===== config.mk =====
export PLATFORM = sky130hd
export DESIGN_NAME = weight_bram_sequencer
export DESIGN_NICKNAME = d
export VERILOG_FILES = /design/src/rtl/weight_bram_sequencer.sv
export SDC_FILE = /design/constraint.sdc
export NUM_CORES = 1
export LEC_CHECK = 0
export CAP_MARGIN = 15
export CORE_UTILIZATION = 35
export DETAILED_ROUTE_END_ITERATION = 7
export HOLD_SLACK_MARGIN = 0.05
export PLACE_DENSITY = 0.62
export SYNTH_ARGS = -nofsm -noshare
export SYNTH_HDL_FRONTEND = slang
export SYNTH_SLANG_ARGS = --single-unit

===== constraint.sdc =====
create_clock -name clk -period 6.1 [get_ports clk]
set_input_delay 1.525 -clock clk [delete_from_list [all_inputs] [get_ports clk]]
set_output_delay 1.525 -clock clk [all_outputs]
set_load 0.01 [all_outputs]

===== src/rtl/weight_bram_sequencer.sv =====
// Sequencer for one ANN weight BRAM: loads a weight set from a host stream and
// streams it back to the neuron MAC through a 2-entry skid FIFO.

module weight_bram_sequencer #(
   parameter int DEPTH = 28,
   parameter int AW    = 5,
   parameter int DW    = 16
) (
   input  logic          clk,
   input  logic          rst_n,
   input  logic          start_load,
   input  logic          start_stream,
   input  logic [DW-1:0] ld_data,
   input  logic          ld_valid,
   output logic          ld_ready,
   output logic [AW-1:0] bram_addr,
   output logic [DW-1:0] bram_di,
   output logic          bram_en,
   output logic          bram_we,
   input  logic [DW-1:0] bram_do,
   output logic [DW-1:0] w_data,
   output logic          w_valid,
   input  logic          w_ready,
   output logic          w_last,
   output logic          busy,
   output logic          done
);

   // state  | meaning
   // IDLE   | waiting for start_load / start_stream
   // LOAD   | writing host words into addresses 0..DEPTH-1
   // STREAM | reading addresses 0..DEPTH-1 into the skid FIFO
   // FIN    | one-cycle done pulse, FIFO flushed, back to IDLE

   localparam int CW = AW + 1;
   localparam logic [CW-1:0] CNT_LAST = CW'(DEPTH - 1);
   localparam logic [CW-1:0] CNT_END  = CW'(DEPTH);

   typedef enum logic [1:0] {
      S_IDLE   = 2'd0,
      S_LOAD   = 2'd1,
      S_STREAM = 2'd2,
      S_FIN    = 2'd3
   } state_t;

   state_t        state;
   logic [CW-1:0] cnt;
   logic [1:0]    occ;
   logic [DW-1:0] e0_data, e1_data;
   logic          e0_last, e1_last;

   logic wr_hs;
   logic rd_issue;
   logic pop;
   logic push_last;

   assign w_valid = (occ != 2'd0);
   assign w_data  = e0_data;
   assign w_last  = e0_last & w_valid;
   assign busy    = (state != S_IDLE);
   assign done    = (state == S_FIN);

   assign pop       = w_valid & w_ready;
   assign wr_hs     = (state == S_LOAD) & ld_valid;
   // A read may be issued whenever the FIFO will have room at the next edge,
   // counting the slot freed by a pop in this same cycle.
   assign rd_issue  = (state == S_STREAM) && (cnt < CNT_END) && ((occ < 2'd2) || pop);
   assign push_last = (cnt == CNT_LAST);

   always_comb begin
      ld_ready  = 1'b0;
      bram_en   = 1'b0;
      bram_we   = 1'b0;
      bram_addr = '0;
      bram_di   = '0;
      if (state == S_LOAD) begin
         ld_ready = 1'b1;
      end
      if (wr_hs) begin
         bram_en   = 1'b1;
         bram_we   = 1'b1;
         bram_addr = cnt[AW-1:0];
         bram_di   = ld_data;
      end else if (rd_issue) begin
         bram_en   = 1'b1;
         bram_addr = cnt[AW-1:0];
      end
   end

   always_ff @(posedge clk or negedge rst_n) begin
      if (!rst_n) begin
         state <= S_IDLE;
         cnt   <= '0;
      end else begin
         case (state)
            S_IDLE: begin
               cnt <= '0;
               if (start_load) begin
                  state <= S_LOAD;
               end else if (start_stream) begin
                  state <= S_STREAM;
               end
            end
            S_LOAD: begin
               if (wr_hs) begin
                  if (cnt != CNT_END) begin
                     cnt <= cnt + CW'(1);
                  end
                  if (cnt == CNT_LAST) begin
                     state <= S_FIN;
                  end
               end
            end
            S_STREAM: begin
               if (rd_issue) begin
                  cnt <= cnt + CW'(1);
               end
               if (pop && e0_last) begin
                  state <= S_FIN;
               end
            end
            S_FIN: begin
               cnt   <= '0;
               state <= S_IDLE;
            end
            default: begin
               cnt   <= '0;
               state <= S_IDLE;
            end
         endcase
      end
   end

   // Read data lands in the FIFO at the edge closing the issue cycle; the
   // head entry only moves on a pop so w_data is stable until accepted.
   always_ff @(posedge clk or negedge rst_n) begin
      if (!rst_n) begin
         occ     <= 2'd0;
         e0_data <= '0;
         e1_data <= '0;
         e0_last <= 1'b0;
         e1_last <= 1'b0;
      end else if (state != S_STREAM) begin
         occ     <= 2'd0;
         e0_last <= 1'b0;
         e1_last <= 1'b0;
      end else begin
         case ({rd_issue, pop})
            2'b10: begin
               if (occ == 2'd0) begin
                  e0_data <= bram_do;
                  e0_last <= push_last;
               end else begin
                  e1_data <= bram_do;
                  e1_last <= push_last;
               end
               occ <= occ + 2'd1;
            end
            2'b01: begin
               e0_data <= e1_data;
               e0_last <= e1_last;
               e1_last <= 1'b0;
               occ     <= occ - 2'd1;
            end
            2'b11: begin
               if (occ == 2'd1) begin
                  e0_data <= bram_do;
                  e0_last <= push_last;
               end else begin
                  e0_data <= e1_data;
                  e0_last <= e1_last;
                  e1_data <= bram_do;
                  e1_last <= push_last;
               end
            end
            default: begin
               occ <= occ;
            end
         endcase
      end
   end

endmodule


==> metrics.txt, run 1 <==
r2r setup slk about 2.9 ns; Period Utilization, post-route between 80 and 90%; RSZ-0062 raised after global routing no; post-layout util 50.7%; Final ANT Viol Nets 0; maxcap violations 0; Hold Buf Count CTS 0; Synth top area share 44.5%; DRC Markers 0; #FFs+latches synth 44; Root Buffer clkbuf_8; ANT cells 0; GRT Overall Usage about 17%; Initial Utilization 36.4%; worst min-delay path class flop to flop; Syn Area/Cell about 10 sq um; io pins just over 80; CP most frequent cell clkdlybuf4s50_1; Mapped Nets 288; cts bufs inserted 5; HPWL after DPL about 4200 um; DR WL/cell 14.5 um; count leader, synth dfrtp_1; total gr overflow 0; WS Path Type input pin to output port; number of hold violations in the final report 0; placer congestion estimate around 0.8; Worst R2R End e1_data[1]; ys flop type dfrtp_1; number of global-route vias before repair approximately 2000; initial antenna violation count 0; critical path startpoint w_ready; Fillers around 630; Reg clk slew, reported paths around 0.080 ns; slowest stage delay, CP ~0.55 ns; fmax about 0.20 GHz; Resize count post-CTS 0; WP data required around 4.6 ns; PwrDens ~470 nW/um^2; CTS Buffer Depth 2; slew at the pin closest to its max-slew limit 0.981 ns; # Post-CTS Setup Buffers 0; Rel. slew slack between 30% and 40%; Die Y-Extent around 86 um; die footprint around 7400 sq um; Worst R2R Start occ[1]; Final Power 1620 uW; CP max FO 6; Pleak ~0.0015 uW; EDFF count, synth 0; 1st-pass router iterations 4; slowest CP cell clkdlybuf4s50_1; Nets 364; synthesized area about 2500 sq um; first-pass GRT wire length 9770 um; vias ~2000; register area share after synthesis between 40% and 50%; worst skew pair latency between 0.2 and 0.3 ns; CTS sink count 44; path depth of the worst reg2reg path 9; Post-synth top cells dfrtp_1, nor2_1, a21oi_1, and3_1, a22oi_1; fin crit period ~5 ns; Synth cell types 48; Setup Skew approximately 0.0080 ns; H-tree Lvls 2; Synth area leader dfrtp_1; # setup viols final 0; worst path arrival time ~3.5 ns; drt total wl 5960 um; largest net degree at the start of global routing 45; P&R area growth vs syn 39.3%; Post-Route Setup TNS 0 ns; Die Span X around 86 um; core area ~6800 sq um; CP Capture Type output port; Post-synth ARST share 100%; CP Capture Point bram_addr[4]; top post-synthesis cells by area dfrtp_1, ha_1, mux2_4; status finished clean; Syn Inst Count between 200 and 250; Cell Rows 30; Max Transition Viols Final 0; ratio of cells with drive above 1 in the final layout 10.8%; crit path launch type input pin; CTS tree done; worst-path cell chain clkdlybuf4s50_1 -> nand2b_4 -> a2111oi_4 -> nor2_1 -> nor2b_1 -> clkdlybuf4s50_1; # port buffers 81; Yosys warning count 0; initial drt markers 85; via/cell ratio 5.00; Peak VDD IR roughly 0.19 mV
where the power goes:
group | total (uW) | internal [uW] | switching [uW]
clock | 222 | 122 | 100
combinational | 898 | 454 | 444
sequential | 498 | 423 | 74.7
per-layer routing:
metal,GRT usage [%],vias to the layer above,routed length (um)
met3,2.50,9,136
met2,27.1,29,2920
met1,22.8,1004,2820
met4,4.85,0,88
met5,0,-,0
li1,-,1006,-
worst min-delay path by stage:
stage / start / endpoint / cells past startpoint
after floorplan: e1_data[0] / e1_data[0] / 1
after global placement: e1_data[1] / e1_data[1] / 1
after detailed placement: e1_data[7] / e1_data[7] / 1
after CTS: e1_data[7] / e1_data[7] / 1
after global routing: e1_data[0] / e1_data[0] / 1
final: e1_data[7] / e1_data[7] / 1
per-stage QoR:
stage	hold slack [ns]	worst slack (ns)	cell area (sq um)	instances
after floorplan	0.480	2.17	2470	237
after global placement	0.488	1.10	3340	402
after detailed placement	0.494	1.06	3340	402
after CTS	0.514	1.06	3440	410
after global routing	0.525	0.957	3440	410
final	0.510	1.07	3440	410
worst max-delay path, delay by kind of cell:
family          cells  cell delay [ns]
buf+inv             2             1.05
simple gates        3             0.44
compound gates      1             0.49
area by class of cell:
class	instances	area, sq um	area share (%)
multi-input cells	164	1240	36.1
flip-flops and latches	44	1100	32.0
repair buffers	82	813	23.6
well taps	96	120	3.49
clock buffers	6	72.6	2.11
inverters	16	60.1	1.74
clock inverters	2	35.0	1.02
cells by family after synthesis:
family,after synthesis,share of synthesized area (%)
compound gates,65,19.4
simple gates,68,14.4
xor+xnor,1,0.354
mux,17,9.21
buf+inv,29,5.52
fa+ha+maj,13,6.58
flops,44,44.5
state kept, by name (all words and copies together) (netlist names):
signal,cells
e1_last,1
cnt,6
state,2
e0_last,1
e1_data,16
w_data,16
occ,2
placed cells by master (no fill, tap or decap), types with 5 or more instances in the layout:
master	synthesis	routed
a21oi_1	19	19
a22oi_1	16	16
and3_1	17	17
clkbuf_8	0	5
clkdlybuf4s50_1	0	80
dfrtp_1	44	44
ha_1	13	13
inv_1	15	15
mux2_2	6	6
mux2_4	10	10
nand2_1	8	8
nor2_1	25	25
o21ai_0	5	5
No activity file was read; power rests on OpenSTA's default activity.
==> run 2, diff against run 1 <==
--- a/config.mk
+++ b/config.mk
@@ -9,7 +9,7 @@
 export CORE_UTILIZATION = 35
 export DETAILED_ROUTE_END_ITERATION = 7
 export HOLD_SLACK_MARGIN = 0.05
-export PLACE_DENSITY = 0.62
+export PLACE_DENSITY = 0.64
 export SYNTH_ARGS = -nofsm -noshare
 export SYNTH_HDL_FRONTEND = slang
 export SYNTH_SLANG_ARGS = --single-unit
==> constraint.sdc (replaced) <==
create_clock -name clk -period 4.3 [get_ports clk]
set_input_delay 1.075 -clock clk [delete_from_list [all_inputs] [get_ports clk]]
set_output_delay 1.075 -clock clk [all_outputs]
set_load 0.01 [all_outputs]
==> run 2 against run 1 <==
Sequential share of layout area down 0.40 points. Register-to-register slack worse by 1.7 ns. Critical path type unchanged. Routed wire length down 1.9%. Final cell count up 0.49%. Design area up 1.3%. Clock-buffer cell count down 1. Clock power up 67%. Worst setup slack worse by 0.79 ns. Die area unchanged. Non-clock buffer count up 3. Flip-flop and latch count unchanged. Highest routed layer unchanged.
==> metrics.txt, run 2 (synthesis results as in run 1) <==
critical path startpoint w_ready; r2r setup slk approximately 1.1 ns; worst path arrival time roughly 2.9 ns; Post-Route Setup TNS 0 ns; CP Capture Point bram_addr[3]; placer congestion estimate between 0.7 and 0.8; H-tree Lvls 2; worst skew pair latency around 0.29 ns; cts bufs inserted 5; Pint ~1500 uW; CTS sink count between 40 and 50; Die Y-Extent 86.0 um; GRT Overall Usage 16.3%; DR WL/cell 14.2 um; # setup viols final 0; Hold Buf Count CTS 0; # port buffers 81; path depth of the worst reg2reg path 10; worst min-delay path class flop to flop; WS Path Type input pin to output port; Flop pwr share 30.2%; Cell Rows 30; WP data required 3.22 ns; 1st-pass router iterations 4; CP Capture Type output port; first-pass GRT wire length 9510 um; fmax 0.249 GHz; vias ~2000; PwrDens 674 nW/um^2; RSZ-0062 raised after global routing no; Nets 367; CP max FO 6; crit path launch type input pin; status finished clean; ratio of cells with drive above 1 in the final layout a little under an eighth; die footprint about 7400 sq um; Reg clk slew, reported paths 0.08 ns; part of the power in combinational logic a little over half; Switching Fraction 36.8%; maxcap violations 0; Initial Utilization between 30% and 40%; CTS Buffer Depth 2; Rel. slew slack a little over a third; Resize count post-CTS 0; Worst R2R Start occ[1]; Peak VDD IR ~0.28 mV; slew at the pin closest to its max-slew limit 0.973 ns; most frequent cells in the layout clkdlybuf4s50_1, dfrtp_1, nor2_1; most common cell after layout, fill and taps aside clkdlybuf4s50_1; number of hold violations in the final report 0; ANT cells 0; initial drt markers 60; Fillers between 600 and 700; post-layout util about 51%; Period Utilization, post-route 93.4%; drt total wl a little under 6000 um; P&R area growth vs syn 41.1%; fin crit period 4.02 ns; Die Span X between 80 and 90 um; Clock Power Share roughly 16%; Root Buffer clkbuf_8; HPWL after DPL between 4000 and 5000 um; Max Transition Viols Final 0; initial antenna violation count 0; Final ANT Viol Nets 0; Pleak about 0.0015 uW; via/cell ratio 4.92; largest net degree at the start of global routing 45; Worst R2R End e1_data[1]; Setup Skew slightly above 0.004 ns; CTS tree done; number of global-route vias before repair 1908; net switching power 865 uW; DRC Markers 0; # Post-CTS Setup Buffers 0; core area 6790 sq um; io pins slightly above 80; total gr overflow 0
## run 2: cell types whose count changed in the layout (fill, tap and decap cells not counted)
cell,change
clkinv_2,-1
clkbuf_1,-1
buf_4,+3
bufinv_16,+1
## run 2: how the worst min path moves through the flow
| stage | depth (start not counted) | startpoint | to | slack (ns) |
|---|---|---|---|---|
| final | 1 | e1_data[3] | e1_data[3] | 0.51 |
| after global routing | 1 | e1_data[1] | e1_data[1] | 0.53 |
| after CTS | 1 | e1_data[3] | e1_data[3] | 0.52 |
| after detailed placement | 1 | e1_data[10] | e1_data[10] | 0.49 |
| after global placement | 1 | e1_data[3] | e1_data[3] | 0.49 |
| after floorplan | 1 | e1_data[0] | e1_data[0] | 0.48 |
## run 2: metal layers
| layer | vias up | global-route usage [%] | routed length [um] |
|---|---|---|---|
| met4 | 0 | 4.39 | 61 |
| met5 | - | 0 | 0 |
| li1 | 1009 | - | - |
| met3 | 6 | 2.89 | 143 |
| met2 | 31 | 26.8 | 2810 |
| met1 | 983 | 22.1 | 2830 |
## run 2: critical path: stages
cell and delay [ns]:
clkdlybuf4s50_1 0.51, nand2b_4 0.10, a2111oi_4 0.38, nor2_1 0.18, nor2b_1 0.15, clkdlybuf4s50_1 0.56
## run 2: stage by stage
step	power (uW)	cells	worst slack (ns)	area (sq um)	hold WS, ns
2_1_floorplan	1530	237	1.27	2470	0.480
3_3_place_gp	1970	405	0.322	3360	0.489
3_5_place_dp	2000	405	0.260	3360	0.493
4_1_cts	2370	412	0.255	3490	0.516
5_1_grt	2520	412	0.178	3490	0.529
6_report	2350	412	0.283	3490	0.512
## run 2: layout make-up
cell class | count | area, sq um | area share (%)
clock inverter | 2 | 60.1 | 1.72
inverter | 16 | 60.1 | 1.72
sequential | 44 | 1100 | 31.6
timing repair buffer | 85 | 836 | 24.0
tap | 96 | 120 | 3.44
clock buffer | 5 | 68.8 | 1.97
multi-input combinational | 164 | 1240 | 35.6
## run 2: power groups by stage
stage / registers (uW) / clock network (uW) / logic [uW]
after CTS: 710 / 379 / 1290
after floorplan: 732 / 0 / 800
after detailed placement: 716 / 0 / 1280
after global routing: 736 / 397 / 1390
final: 709 / 370 / 1270
after global placement: 712 / 0 / 1260
